File: config.mk
export PLATFORM = sky130hd
export DESIGN_NAME = cndm_micro_msi_gen
export DESIGN_NICKNAME = d
export VERILOG_FILES = /design/src/rtl/cndm_micro_msi_gen.sv
export SDC_FILE = /design/constraint.sdc
export NUM_CORES = 1
export LEC_CHECK = 0
export CELL_PAD_IN_SITES_DETAIL_PLACEMENT = 1
export CELL_PAD_IN_SITES_GLOBAL_PLACEMENT = 1
export CORE_MARGIN = 5
export CORE_UTILIZATION = 47
export CTS_BUF_LIST = sky130_fd_sc_hd__clkbuf_4 sky130_fd_sc_hd__clkbuf_8
export CTS_CLUSTER_DIAMETER = 120
export DETAILED_ROUTE_END_ITERATION = 10
export PLACE_DENSITY_LB_ADDON = 0.1
export SLEW_MARGIN = 5
export SYNTH_ARGS = -nofsm -noshare
export SYNTH_HDL_FRONTEND = slang
export SYNTH_SLANG_ARGS = --single-unit
File: constraint.sdc
create_clock -name pcie_clk -period 15.4 [get_ports pcie_clk]
set_input_delay 4.62 -clock pcie_clk [delete_from_list [all_inputs] [get_ports pcie_clk]]
set_output_delay 4.62 -clock pcie_clk [all_outputs]
set_load 0.01 [all_outputs]
File: src/rtl/cndm_micro_msi_gen.sv
// MSI interrupt generator: coalesces vector requests into a pending bitmap and
// issues them one at a time on the PCIe hard-block MSI interface, with
// round-robin arbitration, vector folding, timeout and retry back-off.
module cndm_micro_msi_gen #(
  parameter int IRQ_CNT     = 32,
  parameter int IRQ_IDX_W   = (IRQ_CNT > 1) ? $clog2(IRQ_CNT) : 1,
  parameter int TIMEOUT     = 1024,
  parameter int RETRY_DELAY = 64
) (
  input  logic                 pcie_clk,
  input  logic                 pcie_rst,

  input  logic [IRQ_IDX_W-1:0] s_irq_index,
  input  logic                 s_irq_valid,
  output logic                 s_irq_ready,

  input  logic [3:0]           cfg_interrupt_msi_enable,
  input  logic [11:0]          cfg_interrupt_msi_mmenable,
  output logic [31:0]          cfg_interrupt_msi_int,
  input  logic                 cfg_interrupt_msi_sent,
  input  logic                 cfg_interrupt_msi_fail,
  output logic [1:0]           cfg_interrupt_msi_select,
  output logic [31:0]          cfg_interrupt_msi_pending_status,
  output logic                 cfg_interrupt_msi_pending_status_data_enable,
  output logic [1:0]           cfg_interrupt_msi_pending_status_function_num,
  output logic [2:0]           cfg_interrupt_msi_attr,
  output logic                 cfg_interrupt_msi_tph_present,
  output logic [1:0]           cfg_interrupt_msi_tph_type,
  output logic [7:0]           cfg_interrupt_msi_tph_st_tag,
  output logic [7:0]           cfg_interrupt_msi_function_number,

  output logic [15:0]          stat_fail_cnt
);

  localparam int TMR_MAX = (TIMEOUT > RETRY_DELAY) ? TIMEOUT : RETRY_DELAY;
  localparam int TMR_W   = $clog2(TMR_MAX) + 1;

  typedef enum logic [1:0] {IDLE, ISSUE, WAIT, BACKOFF} state_t;

  state_t               state_q, state_d;
  logic [IRQ_CNT-1:0]   pend_q, pend_d;
  logic [IRQ_IDX_W-1:0] cur_q, cur_d, last_q, last_d;
  logic [TMR_W-1:0]     tmr_q, tmr_d;
  logic [15:0]          fail_cnt_q, fail_cnt_d;
  logic [31:0]          msi_int_q, msi_int_d;

  logic                 pick_vld;
  logic [IRQ_IDX_W-1:0] pick_idx;
  logic [2:0]           mm_log2;
  logic [4:0]           fold_mask, fold_idx;
  logic                 req_ok;
  logic                 unused_cfg;

  assign s_irq_ready = !pcie_rst;
  assign req_ok      = s_irq_valid && s_irq_ready && (int'(s_irq_index) < IRQ_CNT);

  // Host may allocate fewer vectors than we use; fold onto the allocated range.
  assign mm_log2   = (cfg_interrupt_msi_mmenable[2:0] > 3'd5) ? 3'd5 : cfg_interrupt_msi_mmenable[2:0];
  assign fold_mask = 5'((6'd1 << mm_log2) - 6'd1);
  assign fold_idx  = 5'(cur_q) & fold_mask;

  // Only function 0 is used; upper config bits are intentionally ignored.
  assign unused_cfg = ^{cfg_interrupt_msi_enable[3:1], cfg_interrupt_msi_mmenable[11:3]};

  // Round-robin pick: first pending vector scanning upward from last+1.
  always_comb begin : p_pick
    logic [IRQ_IDX_W-1:0] j;
    pick_vld = 1'b0;
    pick_idx = '0;
    j        = '0;
    for (int i = 0; i < IRQ_CNT; i++) begin
      j = IRQ_IDX_W'((int'(last_q) + 1 + i) % IRQ_CNT);
      if (!pick_vld && pend_q[j]) begin
        pick_vld = 1'b1;
        pick_idx = j;
      end
    end
  end

  // Next-state / datapath: arbitration, issue, sent/fail handling, back-off.
  always_comb begin
    state_d    = state_q;
    pend_d     = pend_q;
    cur_d      = cur_q;
    last_d     = last_q;
    tmr_d      = tmr_q;
    fail_cnt_d = fail_cnt_q;
    msi_int_d  = '0;
    unique case (state_q)
      IDLE: begin
        if (cfg_interrupt_msi_enable[0] && pick_vld) begin
          pend_d[pick_idx] = 1'b0;
          cur_d            = pick_idx;
          state_d          = ISSUE;
        end
      end
      ISSUE: begin
        msi_int_d = 32'd1 << fold_idx;
        last_d    = cur_q;
        tmr_d     = TMR_W'(TIMEOUT - 1);
        state_d   = WAIT;
      end
      WAIT: begin
        // sent takes priority over a simultaneous fail
        if (cfg_interrupt_msi_sent) begin
          state_d = IDLE;
        end else if (cfg_interrupt_msi_fail || tmr_q == '0) begin
          pend_d[cur_q] = 1'b1;
          if (fail_cnt_q != 16'hFFFF) fail_cnt_d = fail_cnt_q + 16'd1;
          tmr_d   = TMR_W'(RETRY_DELAY - 1);
          state_d = BACKOFF;
        end else begin
          tmr_d = tmr_q - 1'b1;
        end
      end
      BACKOFF: begin
        if (tmr_q == '0) state_d = IDLE;
        else             tmr_d   = tmr_q - 1'b1;
      end
      default: state_d = IDLE;
    endcase
    // New requests land after the pick clear so a same-cycle repeat survives.
    if (req_ok) pend_d[s_irq_index] = 1'b1;
  end

  // State registers with synchronous reset.
  always_ff @(posedge pcie_clk) begin
    if (pcie_rst) begin
      state_q    <= IDLE;
      pend_q     <= '0;
      cur_q      <= '0;
      last_q     <= IRQ_IDX_W'(IRQ_CNT - 1);
      tmr_q      <= '0;
      fail_cnt_q <= '0;
      msi_int_q  <= '0;
    end else begin
      state_q    <= state_d;
      pend_q     <= pend_d;
      cur_q      <= cur_d;
      last_q     <= last_d;
      tmr_q      <= tmr_d;
      fail_cnt_q <= fail_cnt_d;
      msi_int_q  <= msi_int_d;
    end
  end

  assign cfg_interrupt_msi_int = msi_int_q;
  assign stat_fail_cnt         = fail_cnt_q;

  assign cfg_interrupt_msi_select                      = '0;
  assign cfg_interrupt_msi_pending_status              = '0;
  assign cfg_interrupt_msi_pending_status_data_enable  = 1'b0;
  assign cfg_interrupt_msi_pending_status_function_num = '0;
  assign cfg_interrupt_msi_attr                        = '0;
  assign cfg_interrupt_msi_tph_present                 = 1'b0;
  assign cfg_interrupt_msi_tph_type                    = '0;
  assign cfg_interrupt_msi_tph_st_tag                  = '0;
  assign cfg_interrupt_msi_function_number             = '0;

endmodule

==> reports/summary.txt <==
Status: finished clean
Max Cap Violations: 0
WP data required: 10,780 ps
Yosys reg bits: 103
Number of endpoints failing setup at the final stage: 0
Synth Flop Type: dfxtp_1
Syn-to-layout area delta: 6.65%
Via density: 6.79
First-pass GRT wire length: 68,000 um
Hold_buf cts: 0
Mapped Area: 0.0112 sq mm
Nets: 1,477
Max Clock Freq: 95.5 MHz
CP Capture Type: primary output
Worst hold margin: 439 ps
Total congestion overflow: 0
FP Rows: 56
Tot GR Track Use: 32.0%
Fin crit period: 10,470 ps
Clock Sinks: 103
Initial DRC Count: 1,266
# DRC: 0
Commonest cells in the netlist: 148 x nor2_1, 147 x nand2_1, 103 x dfxtp_1, 79 x a21oi_1, 63 x buf_4
Post-synth top area share: 18.5%
Hold Path End: tmr_q[10]
Worst-path maximum fanout: 17
Worst min-delay path class: reg2reg
Most frequent cell after synthesis: nor2_1
Synth warn: 0
CP Data Arrival Time: 5850 ps
Die Ht: 164 um
Antenna viol nets, final: 0
Worst Reg-to-Reg Cells: 18
Routability cong.: 1.01
Worst-Skew Late Latency: 380 ps
Ranking of synthesized cells by area: dfxtp_1 18%, mux4_2 6.0%, nor2_1 5.0%
CTS resizes: 0
Clock root buffer: clkbuf_8
Share of post-route cells with drive strength above 1: 11.0%
FF/Latch Area: 0.00206 sq mm
Hold Crit Depth: 2
Max H-tree Level: 3
Mapped Cells: 1,431
Worst slew margin: 20.4%
Post-synth cell types: 111
Fin crit share: 68.0%
Input/output buffers: 62
Multi-input logic area: 0.00839 sq mm
ANT cells: 0
Clock Pin Slew Worst Setup and Hold Paths: 100 ps
FF-to-FF Start: last_q[0]
Yosys top cell by area: dfxtp_1
Setup CP Type: in2out
CP Launch Type: input pin
FF-to-FF End: pend_q[18]
I/O Pins: 134
Worst Hold Launch: tmr_q[10]
Initial antenna violation count: 0
Unrepaired setup endpoints after global routing: false
First-pass DRT Iterations: 7
Ys async rst share: 0%
CP max stage delay: 660 ps
Syn avg cell area: 7.81 sq um
Final HPWL DP: 33,700 um
Post-synth EDFFs: 0
Max Clock Skew: 12.7 ps
Slowest cell on the critical path: clkdlybuf4s50_1
Initial core utilization: 47.6%
Setup repair bufs after CTS: 0
Area after DPL: 0.0117 sq mm
Sequential area share after synthesis: 18.5%
Post-Route WL: 44,100 um
Setup TNS: 0 ps
Core area: 0.0235 sq mm
Worst-margin pin slew: 1180 ps
WL/cell: 25.0 um
Die width: 164 um
Via count: 11,963
Number of CTS-inserted buffers: 9
Final Hold Fails: 0
TritonCTS clock tree: built
Total die area: 0.0270 sq mm
Largest net degree at the start of global routing: 66
Final instance area: 0.0119 sq mm
Slew Viols, Final: 0
Cell breakdown of the critical path: buf_2 -> clkinv_1 -> clkdlybuf4s50_1
Filler cell count: 2,914
Clock buffer depth: 2
Number of global-route vias before repair: 11,733
R2R Setup Slk: 6680 ps
==> cells in the final DEF, fill, tap and decap left out, types with 18 or more instances in the layout <==
| cell type | count |
|---|---|
| conb_1 | 59 |
| mux4_2 | 30 |
| nand3_1 | 49 |
| a222oi_1 | 32 |
| clkdlybuf4s50_1 | 61 |
| nor3_1 | 46 |
| xnor2_1 | 27 |
| o21ai_0 | 54 |
| inv_1 | 25 |
| buf_4 | 18 |
| dfxtp_1 | 102 |
| or3_1 | 23 |
| a21oi_1 | 79 |
| nor2_1 | 148 |
| mux2i_1 | 49 |
| and2_1 | 20 |
| o211ai_1 | 30 |
| mux2_2 | 23 |
| nand2_1 | 147 |
==> per-stage QoR <==
stage | worst slack [ps] | util, % | cells
after detailed placement | 4930 | 50.0 | 1745
after global placement | 4920 | 50.0 | 1745
final | 4930 | 50.8 | 1761
after floorplan | 5560 | - | 1489
after CTS | 4920 | 50.8 | 1761
after global routing | 4870 | 50.8 | 1761
==> critical path, delay by kind of cell <==
| family | cells | cell delay (ps) |
|---|---|---|
| buf+inv | 3 | 1220 |
==> cell families (layout without fill, tap and decap cells) <==
family                   count (synthesis)  after routing  synth area share [%]
AO/OA/AOI/OAI                          415            415                  27.9
XOR/XNOR                                44             44                  4.05
adder cells (fa/ha/maj)                 14             14                  1.57
buffers and inverters                  175            128                  8.65
flip-flops                             103            103                  18.5
multiplexers                           104            104                  13.0
other                                    1             59                0.0336
AND/OR/NAND/NOR                        575            575                  26.4
==> state kept, by name (all words and copies together), names as in the netlist <==
register and flops:
cfg_interrupt_msi_int 32, cur_q 5, last_q 5, pend_q 32, stat_fail_cnt 16, state_q 2
tmr_q 11
==> routing by layer <==
layer	wire length, um	part of all wire, %	global-route usage, %
met1	17800	40	39.9
met2	20600	47	53.1
met3	3260	7.4	5.70
met4	2410	5.5	16.4
met5	0	0	0
==> worst max-delay path by stage <==
stage | start | slack, ps | cells after the start | end
floorplan | pcie_rst | 5560 | 3 | s_irq_ready
global placement | pcie_rst | 4920 | 3 | s_irq_ready
detailed placement | pcie_rst | 4930 | 3 | s_irq_ready
CTS | pcie_rst | 4920 | 3 | s_irq_ready
global route | pcie_rst | 4870 | 3 | s_irq_ready
finish | pcie_rst | 4930 | 3 | s_irq_ready
==> cell type report <==
cell class                 count  share of cell area, %
clock buffer                   9                   1.04
clock inverter                 7                  0.536
inverter                      32                   1.01
multi-input combinational   1211                   70.4
sequential                   103                   17.3
tap                          319                   3.35
timing repair buffer          80                   6.30
Power is left out: the tool's default activity adds up to more than one toggle a clock period on the data nets, which glitch-free logic cannot reach.
